--- config.mk ---
export PLATFORM = sky130hd
export DESIGN_NAME = arp_receiver_flat
export DESIGN_NICKNAME = d
export VERILOG_FILES = /design/src/rtl/arp_receiver_if.sv /design/src/rtl/arp_receiver.sv /design/src/flat_wrapper.sv
export SDC_FILE = /design/constraint.sdc
export NUM_CORES = 1
export LEC_CHECK = 0
export BUFFER_PORTS_ARGS = -buffer_cell sky130_fd_sc_hd__buf_2
export CAP_MARGIN = 40
export CORE_AREA = 10 10 222 140
export CTS_BUF_LIST = sky130_fd_sc_hd__clkbuf_8
export DETAILED_ROUTE_END_ITERATION = 10
export DIE_AREA = 0 0 232 150
export GPL_ROUTABILITY_DRIVEN = 0
export GPL_TIMING_DRIVEN = 0
export PLACE_DENSITY = 0.76
export SKIP_LAST_GASP = 1
export SLEW_MARGIN = 20
export SYNTH_ARGS = -nofsm -noshare
export SYNTH_HDL_FRONTEND = slang
export SYNTH_SLANG_ARGS = --single-unit
--- constraint.sdc ---
create_clock -name clock -period 5.85 [get_ports clock]
set_clock_uncertainty 0.15 [all_clocks]
set_input_delay 1.17 -clock clock [delete_from_list [all_inputs] [get_ports clock]]
set_output_delay 1.17 -clock clock [all_outputs]
set_load 0.03 [all_outputs]
--- src/rtl/arp_receiver_if.sv ---
// Handshake bundle between the Ethernet receiver, arp_receiver and the ARP cache/responder.
// The master side drives the byte stream and consumes events; the slave side is the parser.
interface arp_receiver_if #(
    parameter int unsigned DATA_WIDTH = 8
);
    logic                  arp_rx_tvalid;
    logic [DATA_WIDTH-1:0] arp_rx_tdata;
    logic                  arp_rx_tlast;
    logic                  arp_rx_tready;
    logic                  arp_event_valid;
    logic                  arp_event_ready;
    logic [15:0]           arp_opcode;
    logic [47:0]           arp_sender_mac;
    logic [31:0]           arp_sender_ip;
    logic [31:0]           arp_target_ip;

    modport master (
        output arp_rx_tvalid, arp_rx_tdata, arp_rx_tlast, arp_event_ready,
        input  arp_rx_tready, arp_event_valid, arp_opcode, arp_sender_mac,
               arp_sender_ip, arp_target_ip
    );

    modport slave (
        input  arp_rx_tvalid, arp_rx_tdata, arp_rx_tlast, arp_event_ready,
        output arp_rx_tready, arp_event_valid, arp_opcode, arp_sender_mac,
               arp_sender_ip, arp_target_ip
    );
endinterface

--- src/rtl/arp_receiver.sv ---
// Parses the 28-byte IPv4-over-Ethernet ARP body, validates it against the local IP and
// presents one decoded event per accepted packet; rejected frames bump a saturating counter.
module arp_receiver #(
    parameter int unsigned DATA_WIDTH       = 8,
    parameter int unsigned ARP_PACKET_BYTES = 28,
    parameter logic [15:0] HW_TYPE          = 16'h0001,
    parameter logic [15:0] PROTO_TYPE       = 16'h0800
) (
    input  logic                clock,
    input  logic                reset,
    arp_receiver_if.slave       arp,
    input  logic [31:0]         local_ip_address,
    output logic [15:0]         arp_drop_count
);
    localparam logic [1:0] RECEIVE = 2'd0;
    localparam logic [1:0] DRAIN   = 2'd1;
    localparam logic [1:0] HOLD    = 2'd2;

    localparam logic [4:0] PACKET_BYTES = 5'(ARP_PACKET_BYTES);
    localparam logic [4:0] LAST_INDEX   = 5'(ARP_PACKET_BYTES - 1);

    logic [1:0]  state_q, state_d;
    logic [4:0]  count_q, count_d;
    logic        error_q, error_d;
    logic [7:0]  prev_q, prev_d;
    logic [15:0] oper_q, oper_d;
    logic [47:0] sha_q, sha_d;
    logic [31:0] spa_q, spa_d;
    logic [31:0] tpa_q, tpa_d;
    logic        valid_q, valid_d;
    logic [15:0] opcode_q, opcode_d;
    logic [47:0] mac_q, mac_d;
    logic [31:0] sip_q, sip_d;
    logic [31:0] tip_q, tip_d;
    logic [15:0] drop_q, drop_d;

    logic [7:0]  rx_byte;
    logic [15:0] rx_word;
    logic        beat;
    logic        field_bad;
    logic [31:0] tpa_full;
    logic [15:0] drop_inc;

    assign rx_byte  = arp.arp_rx_tdata[7:0];
    assign rx_word  = {prev_q, rx_byte};
    assign beat     = arp.arp_rx_tvalid && arp.arp_rx_tready;
    assign drop_inc = (drop_q == 16'hFFFF) ? drop_q : drop_q + 16'd1;
    // The final TPA byte may be the tlast byte itself, so fold it in before comparing.
    assign tpa_full = (count_q == LAST_INDEX) ? {tpa_q[23:0], rx_byte} : tpa_q;

    always_comb begin
        field_bad = 1'b0;
        case (count_q)
            5'd1:    field_bad = (rx_word != HW_TYPE);
            5'd3:    field_bad = (rx_word != PROTO_TYPE);
            5'd4:    field_bad = (rx_byte != 8'd6);
            5'd5:    field_bad = (rx_byte != 8'd4);
            5'd7:    field_bad = (rx_word != 16'd1) && (rx_word != 16'd2);
            default: field_bad = 1'b0;
        endcase
    end

    always_comb begin
        state_d  = state_q;
        count_d  = count_q;
        error_d  = error_q;
        prev_d   = prev_q;
        oper_d   = oper_q;
        sha_d    = sha_q;
        spa_d    = spa_q;
        tpa_d    = tpa_q;
        valid_d  = valid_q;
        opcode_d = opcode_q;
        mac_d    = mac_q;
        sip_d    = sip_q;
        tip_d    = tip_q;
        drop_d   = drop_q;
        case (state_q)
            RECEIVE: begin
                if (beat) begin
                    prev_d = rx_byte;
                    if (count_q == 5'd6 || count_q == 5'd7) oper_d = {oper_q[7:0], rx_byte};
                    if (count_q >= 5'd8 && count_q <= 5'd13) sha_d = {sha_q[39:0], rx_byte};
                    if (count_q >= 5'd14 && count_q <= 5'd17) spa_d = {spa_q[23:0], rx_byte};
                    if (count_q >= 5'd24 && count_q <= 5'd27) tpa_d = {tpa_q[23:0], rx_byte};
                    if (arp.arp_rx_tlast) begin
                        count_d = 5'd0;
                        error_d = 1'b0;
                        if (!field_bad && count_q >= LAST_INDEX && tpa_full == local_ip_address)
                        begin
                            valid_d  = 1'b1;
                            opcode_d = oper_q;
                            mac_d    = sha_q;
                            sip_d    = spa_q;
                            tip_d    = tpa_full;
                            state_d  = HOLD;
                        end else begin
                            drop_d = drop_inc;
                        end
                    end else if (field_bad) begin
                        error_d = 1'b1;
                        state_d = DRAIN;
                    end else if (count_q != PACKET_BYTES) begin
                        count_d = count_q + 5'd1;
                    end
                end
            end
            DRAIN: begin
                if (beat && arp.arp_rx_tlast) begin
                    drop_d  = drop_inc;
                    count_d = 5'd0;
                    error_d = 1'b0;
                    state_d = RECEIVE;
                end
            end
            HOLD: begin
                if (arp.arp_event_ready) begin
                    valid_d = 1'b0;
                    state_d = RECEIVE;
                end
            end
            default: state_d = RECEIVE;
        endcase
    end

    always_ff @(posedge clock) begin
        if (reset) begin
            state_q  <= RECEIVE;
            count_q  <= 5'd0;
            error_q  <= 1'b0;
            prev_q   <= 8'd0;
            oper_q   <= 16'd0;
            sha_q    <= 48'd0;
            spa_q    <= 32'd0;
            tpa_q    <= 32'd0;
            valid_q  <= 1'b0;
            opcode_q <= 16'd0;
            mac_q    <= 48'd0;
            sip_q    <= 32'd0;
            tip_q    <= 32'd0;
            drop_q   <= 16'd0;
        end else begin
            state_q  <= state_d;
            count_q  <= count_d;
            error_q  <= error_d;
            prev_q   <= prev_d;
            oper_q   <= oper_d;
            sha_q    <= sha_d;
            spa_q    <= spa_d;
            tpa_q    <= tpa_d;
            valid_q  <= valid_d;
            opcode_q <= opcode_d;
            mac_q    <= mac_d;
            sip_q    <= sip_d;
            tip_q    <= tip_d;
            drop_q   <= drop_d;
        end
    end

    assign arp.arp_rx_tready   = !reset && (state_q != HOLD);
    assign arp.arp_event_valid = valid_q;
    assign arp.arp_opcode      = opcode_q;
    assign arp.arp_sender_mac  = mac_q;
    assign arp.arp_sender_ip   = sip_q;
    assign arp.arp_target_ip   = tip_q;
    assign arp_drop_count      = drop_q;
endmodule

--- src/flat_wrapper.sv ---
// flat-port wrapper written by rule: the top's interface ports become plain ports
module arp_receiver_flat 
#(
    parameter int unsigned DATA_WIDTH       = 8,
    parameter int unsigned ARP_PACKET_BYTES = 28,
    parameter logic [15:0] HW_TYPE          = 16'h0001,
    parameter logic [15:0] PROTO_TYPE       = 16'h0800
)
  (clock, reset, local_ip_address, arp_drop_count, arp_arp_rx_tvalid, arp_arp_rx_tdata, arp_arp_rx_tlast, arp_arp_event_ready, arp_arp_rx_tready, arp_arp_event_valid, arp_arp_opcode, arp_arp_sender_mac, arp_arp_sender_ip, arp_arp_target_ip);
  arp_receiver_if #(.DATA_WIDTH(DATA_WIDTH)) arp_i ();
  input  logic clock;
  input  logic reset;
  input  logic [31:0] local_ip_address;
  output logic [15:0] arp_drop_count;
  input wire logic [$bits(arp_i.arp_rx_tvalid)-1:0] arp_arp_rx_tvalid;
  input wire logic [$bits(arp_i.arp_rx_tdata)-1:0] arp_arp_rx_tdata;
  input wire logic [$bits(arp_i.arp_rx_tlast)-1:0] arp_arp_rx_tlast;
  input wire logic [$bits(arp_i.arp_event_ready)-1:0] arp_arp_event_ready;
  output wire logic [$bits(arp_i.arp_rx_tready)-1:0] arp_arp_rx_tready;
  output wire logic [$bits(arp_i.arp_event_valid)-1:0] arp_arp_event_valid;
  output wire logic [$bits(arp_i.arp_opcode)-1:0] arp_arp_opcode;
  output wire logic [$bits(arp_i.arp_sender_mac)-1:0] arp_arp_sender_mac;
  output wire logic [$bits(arp_i.arp_sender_ip)-1:0] arp_arp_sender_ip;
  output wire logic [$bits(arp_i.arp_target_ip)-1:0] arp_arp_target_ip;
  assign arp_i.arp_rx_tvalid = arp_arp_rx_tvalid;
  assign arp_i.arp_rx_tdata = arp_arp_rx_tdata;
  assign arp_i.arp_rx_tlast = arp_arp_rx_tlast;
  assign arp_i.arp_event_ready = arp_arp_event_ready;
  assign arp_arp_rx_tready = arp_i.arp_rx_tready;
  assign arp_arp_event_valid = arp_i.arp_event_valid;
  assign arp_arp_opcode = arp_i.arp_opcode;
  assign arp_arp_sender_mac = arp_i.arp_sender_mac;
  assign arp_arp_sender_ip = arp_i.arp_sender_ip;
  assign arp_arp_target_ip = arp_i.arp_target_ip;
  arp_receiver #(.DATA_WIDTH(DATA_WIDTH), .ARP_PACKET_BYTES(ARP_PACKET_BYTES), .HW_TYPE(HW_TYPE), .PROTO_TYPE(PROTO_TYPE)) u_core (.clock(clock), .reset(reset), .arp(arp_i), .local_ip_address(local_ip_address), .arp_drop_count(arp_drop_count));
endmodule
== Word-level counts from Yosys, hierarchy flattened ==
Index checks and enable logic that the tools add are counted.

* Register bits after elaboration: 288
* Bits of input ports: 45
* Output and inout bits: 146
* Word-level logic and storage cells: 101

* Add/sub/neg operators: 2
* Magnitude comparators: 7
* Eq/ne operators: 28
* Muxes and demuxes: 26
* Reduce and logical (&&, ||, !) cells: 25

{| class="wikitable"
|+ Operator list
! kind !! number
|-
| 2-to-1 mux 16 bit || 5
|-
| == test 32 bit || 1
|-
| 2-to-1 mux 32 bit || 1
|-
| one-hot mux 16 bit (2 select lines) || 1
|-
| 2-to-1 mux 5 bit || 5
|-
| == test 5 x 3 -> 1 bit, second input constant || 4
|-
| AND reduction 5 bit || 4
|-
| adder 16 x 1 -> 16 bit, second input constant || 1
|-
| == test 16 bit, second input constant || 1
|-
| != test 16 x 1 -> 1 bit, second input constant || 1
|-
| != test 16 x 12 -> 1 bit, second input constant || 1
|-
| != test 16 x 2 -> 1 bit, second input constant || 1
|-
| != test 8 x 3 -> 1 bit, second input constant || 2
|-
| 2-to-1 mux 2 bit || 6
|-
| AND reduction 3 bit || 4
|-
| >= comparator 5 x 4 -> 1 bit, second input constant || 2
|-
| >= comparator 5 bit, second input constant || 2
|-
| less-or-equal comparator 5 bit, second input constant || 2
|-
| one-hot mux 5 bit (2 select lines) || 1
|-
| logical AND 1 bit || 9
|-
| != test 3 x 2 -> 1 bit, second input constant || 3
|-
| != test 2 bit, second input constant || 4
|-
| != test 2 x 1 -> 1 bit, second input constant || 3
|-
| one-hot mux 2 bit (3 select lines) || 1
|-
| 18 further kinds || 23
|}

== Logic depth before layout (Yosys ltp) ==
Gate-level depths: netlist of run 1.

* Depth in word-level cells: 10
* Gate-level depth with buffers: 14

== Worst setup path before layout of run 1 ==
Ideal clock, no wire load.

* Path type: input to register
* Start: input port arp_arp_rx_tdata[6]
* End: register u_core.drop_q[4] (netlist: u_core.arp_drop_count[4])
* Library setup time: 0.123 ns
* Arrival: 3.342 ns
* Data required time: 5.577 ns
* Slack: 2.234 ns
* Stages on the path: 10
* Cells stage by stage: clkbuf_1 -> inv_1 -> a222oi_1 -> nand4_1 -> a2111oi_0 -> nand4_1 -> nor4_4 -> buf_6 -> nor3_1 -> mux2_1

* Cells in the longest elaborated chain, start to end: 8

{| class="wikitable"
|+ RTL lines
! element !! line !! source
|-
| from (decl) || flat_wrapper.sv:16 || <nowiki>input wire logic [$bits(arp_i.arp_rx_tdata)-1:0] arp_arp_rx_tdata;</nowiki>
|-
| != test 16 x 1 -> 1 bit / != test 16 x 2 -> 1 bit (equally long branches) || arp_receiver.sv:54, arp_receiver.sv:58 ||
|-
| logical AND 1 bit || arp_receiver.sv:58 || <nowiki>5'd7: field_bad = (rx_word != 16'd1) && (rx_word != 16'd2);</nowiki>
|-
| one-hot mux 1 bit (5 select lines) || arp_receiver.sv:53 || <nowiki>case (count_q)</nowiki>
|-
| zero test 1 bit || arp_receiver.sv:89 || <nowiki>if (!field_bad && count_q >= LAST_INDEX && tpa_full == local_ip_address)</nowiki>
|-
| logical AND 1 bit || arp_receiver.sv:89 ||
|-
| logical AND 1 bit * || arp_receiver.sv:89 ||
|-
| != test 2 bit (no line) * || n/a ||
|-
| AND reduction 5 bit (no line) * || n/a ||
|-
| to (signal assigned) || arp_receiver.sv:156 || <nowiki>drop_q <= drop_d;</nowiki>
|-
| to (decl) || arp_receiver.sv:35 || <nowiki>logic [15:0] drop_q, drop_d;</nowiki>
|}

Mark *: on every way between the ends. The rest lies on a longest branch, timed or not.
A chain may end at the register's enable or synchronous reset.

== Final worst setup path of run 1 ==
* Start: input port reset
* End: output port arp_arp_rx_tready

* Cells in the longest elaborated chain, start to end: 2

{| class="wikitable"
|+ RTL lines
! element !! line !! source
|-
| from (decl) || flat_wrapper.sv:12 || <nowiki>input logic reset;</nowiki>
|-
| zero test 1 bit || arp_receiver.sv:160 || <nowiki>assign arp.arp_rx_tready = !reset && (state_q != HOLD);</nowiki>
|-
| logical AND 1 bit || arp_receiver.sv:160 ||
|-
| to (decl) || flat_wrapper.sv:19 || <nowiki>output wire logic [$bits(arp_i.arp_rx_tready)-1:0] arp_arp_rx_tready;</nowiki>
|}

No other way between the ends.

==> impl_metrics.json, run 1 <==
{
  "crit_type": "input port to output port",
  "ant_nets": 0,
  "synth_top_area_frac": 0.484,
  "hold_violations": 0,
  "area_growth_pct": 20.1,
  "period_share": 0.782,
  "start_util": 0.440,
  "placed_area_sq_mm": 0.0133,
  "cts_tree": "built",
  "cts_setup_buffers": 0,
  "fillCellCount": 2541,
  "synth-compound-area-share": 0.114,
  "initialDrtViolationCount": 1147,
  "setup_viol": 0,
  "seq_area_sq_mm": 0.00577,
  "layout_common_cells": "dfxtp_1, nand2_1, buf_2",
  "clock.fmax_mhz": 219,
  "antenna_found_initial": 0,
  "startpoint": "reset",
  "rows": 47,
  "cts_buffers": 44,
  "final_util": 0.529,
  "dieArea_sq_mm": 0.0348,
  "clock-sinks": 288,
  "powerDensity_mw_per_mm2": 277,
  "syn_area_per_cell_sq_um": 8.63,
  "num_io_pins": 191,
  "synth_area_sq_mm": 0.0119,
  "min_period_ps": 4570,
  "ys_types": 61,
  "timing.final.max_slew_violations": 0,
  "crit_fanout": 10,
  "synth_top_flop_cell": "dfxtp_1",
  "yosys-top-cells-area": "dfxtp_1, mux2i_1, nand2_1",
  "routed_wl_um": 39000,
  "total_power_mw": 3.96,
  "cp.required_ps": 4530,
  "grtUsageTotal": 0.215,
  "r2r-start": "u_core.count_q[0]",
  "synth-async-reset-ratio": 0,
  "synth-simple-area-share": 0.202,
  "die_w_um": 232,
  "vias_per_cell": 5.50,
  "clock_latency_ps": 580,
  "slew_headroom": 0.393,
  "endpoint_kind": "output port",
  "cpMaxStageDelayCell": "buf_1",
  "clk_path_buf_depth": 3,
  "synthAdderAreaFrac": 0.00525,
  "worst_slew_pin_slew_ps": 911,
  "wl_per_cell_um": 19.3,
  "drive_gt1_frac": 0.174,
  "status": "finished clean",
  "grt_overflow": 0,
  "die_y_um": 150,
  "cts_max_level": 2,
  "min_from": "u_core.sha_q[11]",
  "synthCells": 1381,
  "power.internal_mw": 3.05,
  "post-synth-top-area-cell": "dfxtp_1",
  "fin_nets": 1663,
  "cts-root-buf": "clkbuf_8",
  "syn-num-nets": 1431,
  "final_common_cell": "dfxtp_1",
  "slowest_delay_ps": 550,
  "critical_path.cell_chain": "buf_2 > clkbuf_1 > clkbuf_1 > buf_6 > buf_1 > nor2_1 > buf_2",
  "portBuffers": 183,
  "coreArea_sq_mm": 0.0271,
  "setup_tns_ps": 0,
  "clockPowerShare": 0.466,
  "yosys_warnings": 0,
  "cap_violations": 0,
  "p_leak_nw": 5.43,
  "clk_pin_slew_worst_paths_ps": 60,
  "synthXorXnorAreaFrac": 0.0206,
  "cts-resized-gates": 0,
  "netSwitchingFraction": 0.230,
  "post-dp-hpwl_um": 28600,
  "p_sw_uw": 912,
  "dr.pass1.iters": 6,
  "ys_seq_elements": 288,
  "worstSetupStartpointType": "input port",
  "seq_area_frac_synth": 0.484,
  "first_global_vias": 10400,
  "synth_top_family_by_area": "simple AND/OR/NAND/NOR gates",
  "ir_drop_uv": 162,
  "worstPathArrival_ps": 3250,
  "n_antenna_cell": 0,
  "grt_pass1_wl_um": 59100,
  "final_cell_area_sq_mm": 0.0143,
  "rsz0062_at_grt": "false",
  "min_path_type": "register to register",
  "combinationalPowerShare": 0.037,
  "multi_input_area_sq_mm": 0.00559,
  "drc": 0,
  "synth_edf_count": 0,
  "grt_max_degree": 12,
  "pwr-share-seq": 0.497,
  "vias": 11100,
  "cts_hold_buf": 0,
  "synth.mux.area_fraction": 0.128
}
[registers in the layout (all words and copies together), names as in the netlist]
| signal | cells |
|---|---|
| u_core.prev_q | 8 |
| u_core.arp.arp_sender_mac | 48 |
| u_core.arp.arp_sender_ip | 32 |
| u_core.count_q | 5 |
| u_core.sha_q | 48 |
| u_core.oper_q | 16 |
| u_core.arp.arp_target_ip | 32 |
| u_core.arp.arp_event_valid | 1 |
| u_core.state_q | 2 |
| u_core.spa_q | 32 |
| u_core.arp.arp_opcode | 16 |
| u_core.tpa_q | 32 |
| u_core.arp_drop_count | 16 |
[area by class of cell]
type                    count  share of cell area
well taps                 367              0.0321
clock inverters            17             0.00892
flip-flops and latches    288               0.403
inverters                  26             0.00682
clock buffers              63              0.0606
plain buffers             106              0.0325
repair buffers            186              0.0659
multi-input cells         961               0.390
[per-layer routing]
metal  vias to the layer above  global-route usage  share of wire  wire length (um)
li1                       5184                   -              -                 -
met1                      5242               0.299           0.45             17600
met5                         -                   0              0                 0
met2                       582               0.307           0.41             15900
met3                        66              0.0781           0.12              4790
met4                         0              0.0550          0.016               611
[kinds of logic after synthesis]
logic type / Yosys count
AO/OA/AOI/OAI: 221
multiplexers: 151
AND/OR/NAND/NOR: 556
XOR/XNOR: 28
buffers and inverters: 132
adder cells (fa/ha/maj): 5
flip-flops: 288
[critical path, delay by kind of cell]
kind / cells / cell delay, ps
buf+inv: 6 / 1870
simple gates: 1 / 200
[worst paths after layout]
check                                      to  slack [ps]  cells after the start
hold reg to reg              u_core.sha_q[19]         300                      2
setup reg to reg  u_core.arp.arp_sender_ip[7]        1320                     13
setup / recovery            arp_arp_rx_tready        1280                      7
hold / removal               u_core.sha_q[19]         300                      2
[cells in the mapped netlist (13+ instances only)]
library cell / n
nor3_1: 14
a311oi_1: 19
dfxtp_1: 288
nand2_1: 266
nand3_1: 16
xnor2_1: 19
nor2_1: 185
inv_1: 25
a211oi_1: 13
a21oi_1: 130
mux2i_1: 146
clkbuf_1: 80
[metrics by stage]
step | setup WS [ps] | hold WS [ps] | instances
4_1_cts | 1130 | 306 | 2012
2_1_floorplan | 2230 | 286 | 1381
6_report | 1280 | 303 | 2014
3_5_place_dp | 1040 | 298 | 1932
3_3_place_gp | 1100 | 291 | 1931
5_1_grt | 1150 | 322 | 2014
[power groups by stage]
stage               Sequential (mW)  Clock [mW]  Combinational, mW
finish                         1.97        1.84              0.148
global route                   1.97        1.98              0.157
CTS                            1.97        1.88              0.141
global placement               2.01           0              0.138
detailed placement             2.01           0              0.140
floorplan                      2.01           0             0.0769
Note: power is estimated with default switching activity, not from simulation.
==> inputs of run 2 (changes only) <==
Clock period 5.85 ns to 4.6 ns, I/O delays scaled along.
==> run 2 against run 1 <==
Worst setup slack worse by 940 ps. Die area stayed put. Non-clock buffer count stayed put. Via count hardly changed. Register-to-register slack worse by 990 ps. Clock power is 27% higher. Sequential share of layout area hardly changed. Routed wire length is 0.11% lower. Critical path depth is 7 higher. Power is 27% higher. Critical path type is now register to register.
==> impl_metrics.json, run 2 (same netlist as run 1, synthesis figures left out) <==
{
  "setup_tns_ps": 0,
  "holdPathEnd": "u_core.sha_q[19]",
  "r2r-start": "u_core.count_q[0]",
  "cts-root-buf": "clkbuf_8",
  "wl_per_cell_um": 19.3,
  "rsz0062_at_grt": "false",
  "clockPowerShare": 0.466,
  "cp.required_ps": 4870,
  "area_growth_pct": 20.1,
  "n_antenna_cell": 0,
  "grt_pass1_wl_um": 59100,
  "clk_path_buf_depth": 3,
  "reg2regPathDepth": 14,
  "clock_latency_ps": 580,
  "drc": 0,
  "netSwitchingFraction": 0.230,
  "dr.pass1.iters": 7,
  "post-dp-hpwl_um": 28600,
  "ir_drop_uv": 206,
  "r2r-end": "u_core.arp.arp_sender_ip[7]",
  "crit_type": "register to register",
  "grt_overflow": 0,
  "cts_buffers": 44,
  "grt_max_degree": 12,
  "start_util": 0.440,
  "cts_tree": "built",
  "holdPathStages": 2,
  "setup_viol": 0,
  "p_sw_mw": 1.16,
  "dieArea_sq_mm": 0.0348,
  "fin_nets": 1663,
  "cts-resized-gates": 0,
  "cts_setup_buffers": 0,
  "clock-sinks": 288,
  "num_io_pins": 191,
  "routed_wl_um": 38900,
  "p_leak_nw": 5.43,
  "first_global_vias": 10400,
  "crit_fanout": 10,
  "rows": 47,
  "hold_violations": 0,
  "pwr-share-seq": 0.497,
  "worstSetupStartpointType": "register",
  "status": "finished clean",
  "die_y_um": 150,
  "initialDrtViolationCount": 1144,
  "cap_violations": 0,
  "ant_nets": 0,
  "power.internal_mw": 3.87,
  "slew_headroom": 0.392,
  "period_share": 0.928,
  "grtUsageTotal": 0.215,
  "die_w_um": 232,
  "combinationalPowerShare": 0.037,
  "coreArea_sq_mm": 0.0271,
  "worstPathArrival_ps": 4530,
  "drive_gt1_frac": 0.175,
  "min_from": "u_core.sha_q[11]",
  "clock.fmax_mhz": 234,
  "layout_common_cells": "dfxtp_1, nand2_1, buf_2",
  "clk_pin_slew_worst_paths_ps": 80,
  "placed_area_sq_mm": 0.0133,
  "cts_hold_buf": 0,
  "cts_max_level": 2,
  "ff2ff_setup_slack_ps": 330,
  "powerDensity_mw_per_mm2": 352,
  "min_period_ps": 4270,
  "portBuffers": 183,
  "final_cell_area_sq_mm": 0.0143,
  "whs_ps": 303,
  "timing.final.max_slew_violations": 0,
  "vias_per_cell": 5.50,
  "final_util": 0.529,
  "endpoint_kind": "register",
  "worst_slew_pin_slew_ps": 912,
  "min_path_type": "register to register",
  "fin_cells": 2014,
  "final_common_cell": "dfxtp_1",
  "vias": 11100,
  "antenna_found_initial": 0,
  "dp.cells": 1932
}
==> run 2: cell counts in the layout (fill, tap and decap cells not counted) <==
Identical to the previous run, type by type.
==> run 2: per-stage QoR <==
step                      setup slack (ps)  total power [mW]
after floorplan                       1230              2.66
after global placement                99.0              2.73
after detailed placement              40.4              2.74
after CTS                              276              5.08
after global routing                   105              5.22
final                                  331              5.03
==> run 2: worst max-delay path, cell delays in order (launching register included) <==
cell	delay, ps
dfxtp_1	390
ha_1	240
buf_4	180
nand4b_4	130
buf_6	180
clkbuf_1	450
mux2i_1	350
o22ai_1	120
nor3_1	140
nand3_1	170
nor4_4	600
buf_2	410
buf_4	290
mux2i_1	220
nor2_1	60
==> run 2: how the worst max path moves through the flow <==
stage / from / to / slack, ps / cells after the start
after floorplan: arp_arp_rx_tdata[6] / u_core.arp_drop_count[4] / 1230 / 10
after global placement: arp_arp_rx_tdata[4] / u_core.arp.arp_sender_mac[42] / 100 / 11
after detailed placement: arp_arp_rx_tdata[5] / u_core.arp.arp_sender_ip[1] / 40 / 11
after CTS: u_core.count_q[0] / u_core.arp.arp_sender_ip[1] / 280 / 13
after global routing: u_core.count_q[1] / u_core.arp.arp_sender_mac[43] / 110 / 13
final: u_core.count_q[0] / u_core.arp.arp_sender_ip[7] / 330 / 14
==> run 2: layer usage <==
layer  track usage  share of wire  wire length, um
met4        0.0550          0.016              607
met3        0.0781           0.12             4800
met2         0.307           0.41            15900
met5             0              0                0
met1         0.299           0.45            17600
==> run 2: area by class of cell <==
| cell class | instances | area [sq um] |
|---|---|---|
| clock buffer | 63 | 867 |
| sequential | 288 | 5770 |
| inverter | 26 | 97.6 |
| clock inverter | 17 | 128 |
| timing repair buffer | 186 | 943 |
| buffer | 106 | 467 |
| multi-input combinational | 961 | 5590 |
| tap | 367 | 459 |
| fill | 2542 | 12700 |
==> run 2: power by group through the flow <==
stage          Sequential, mW  Clock (mW)  Combinational, mW
4_1_cts                  2.50        2.39              0.179
3_5_place_dp             2.56           0              0.178
5_1_grt                  2.50        2.52              0.200
3_3_place_gp             2.56           0              0.176
2_1_floorplan            2.56           0             0.0978
6_report                 2.50        2.34              0.187
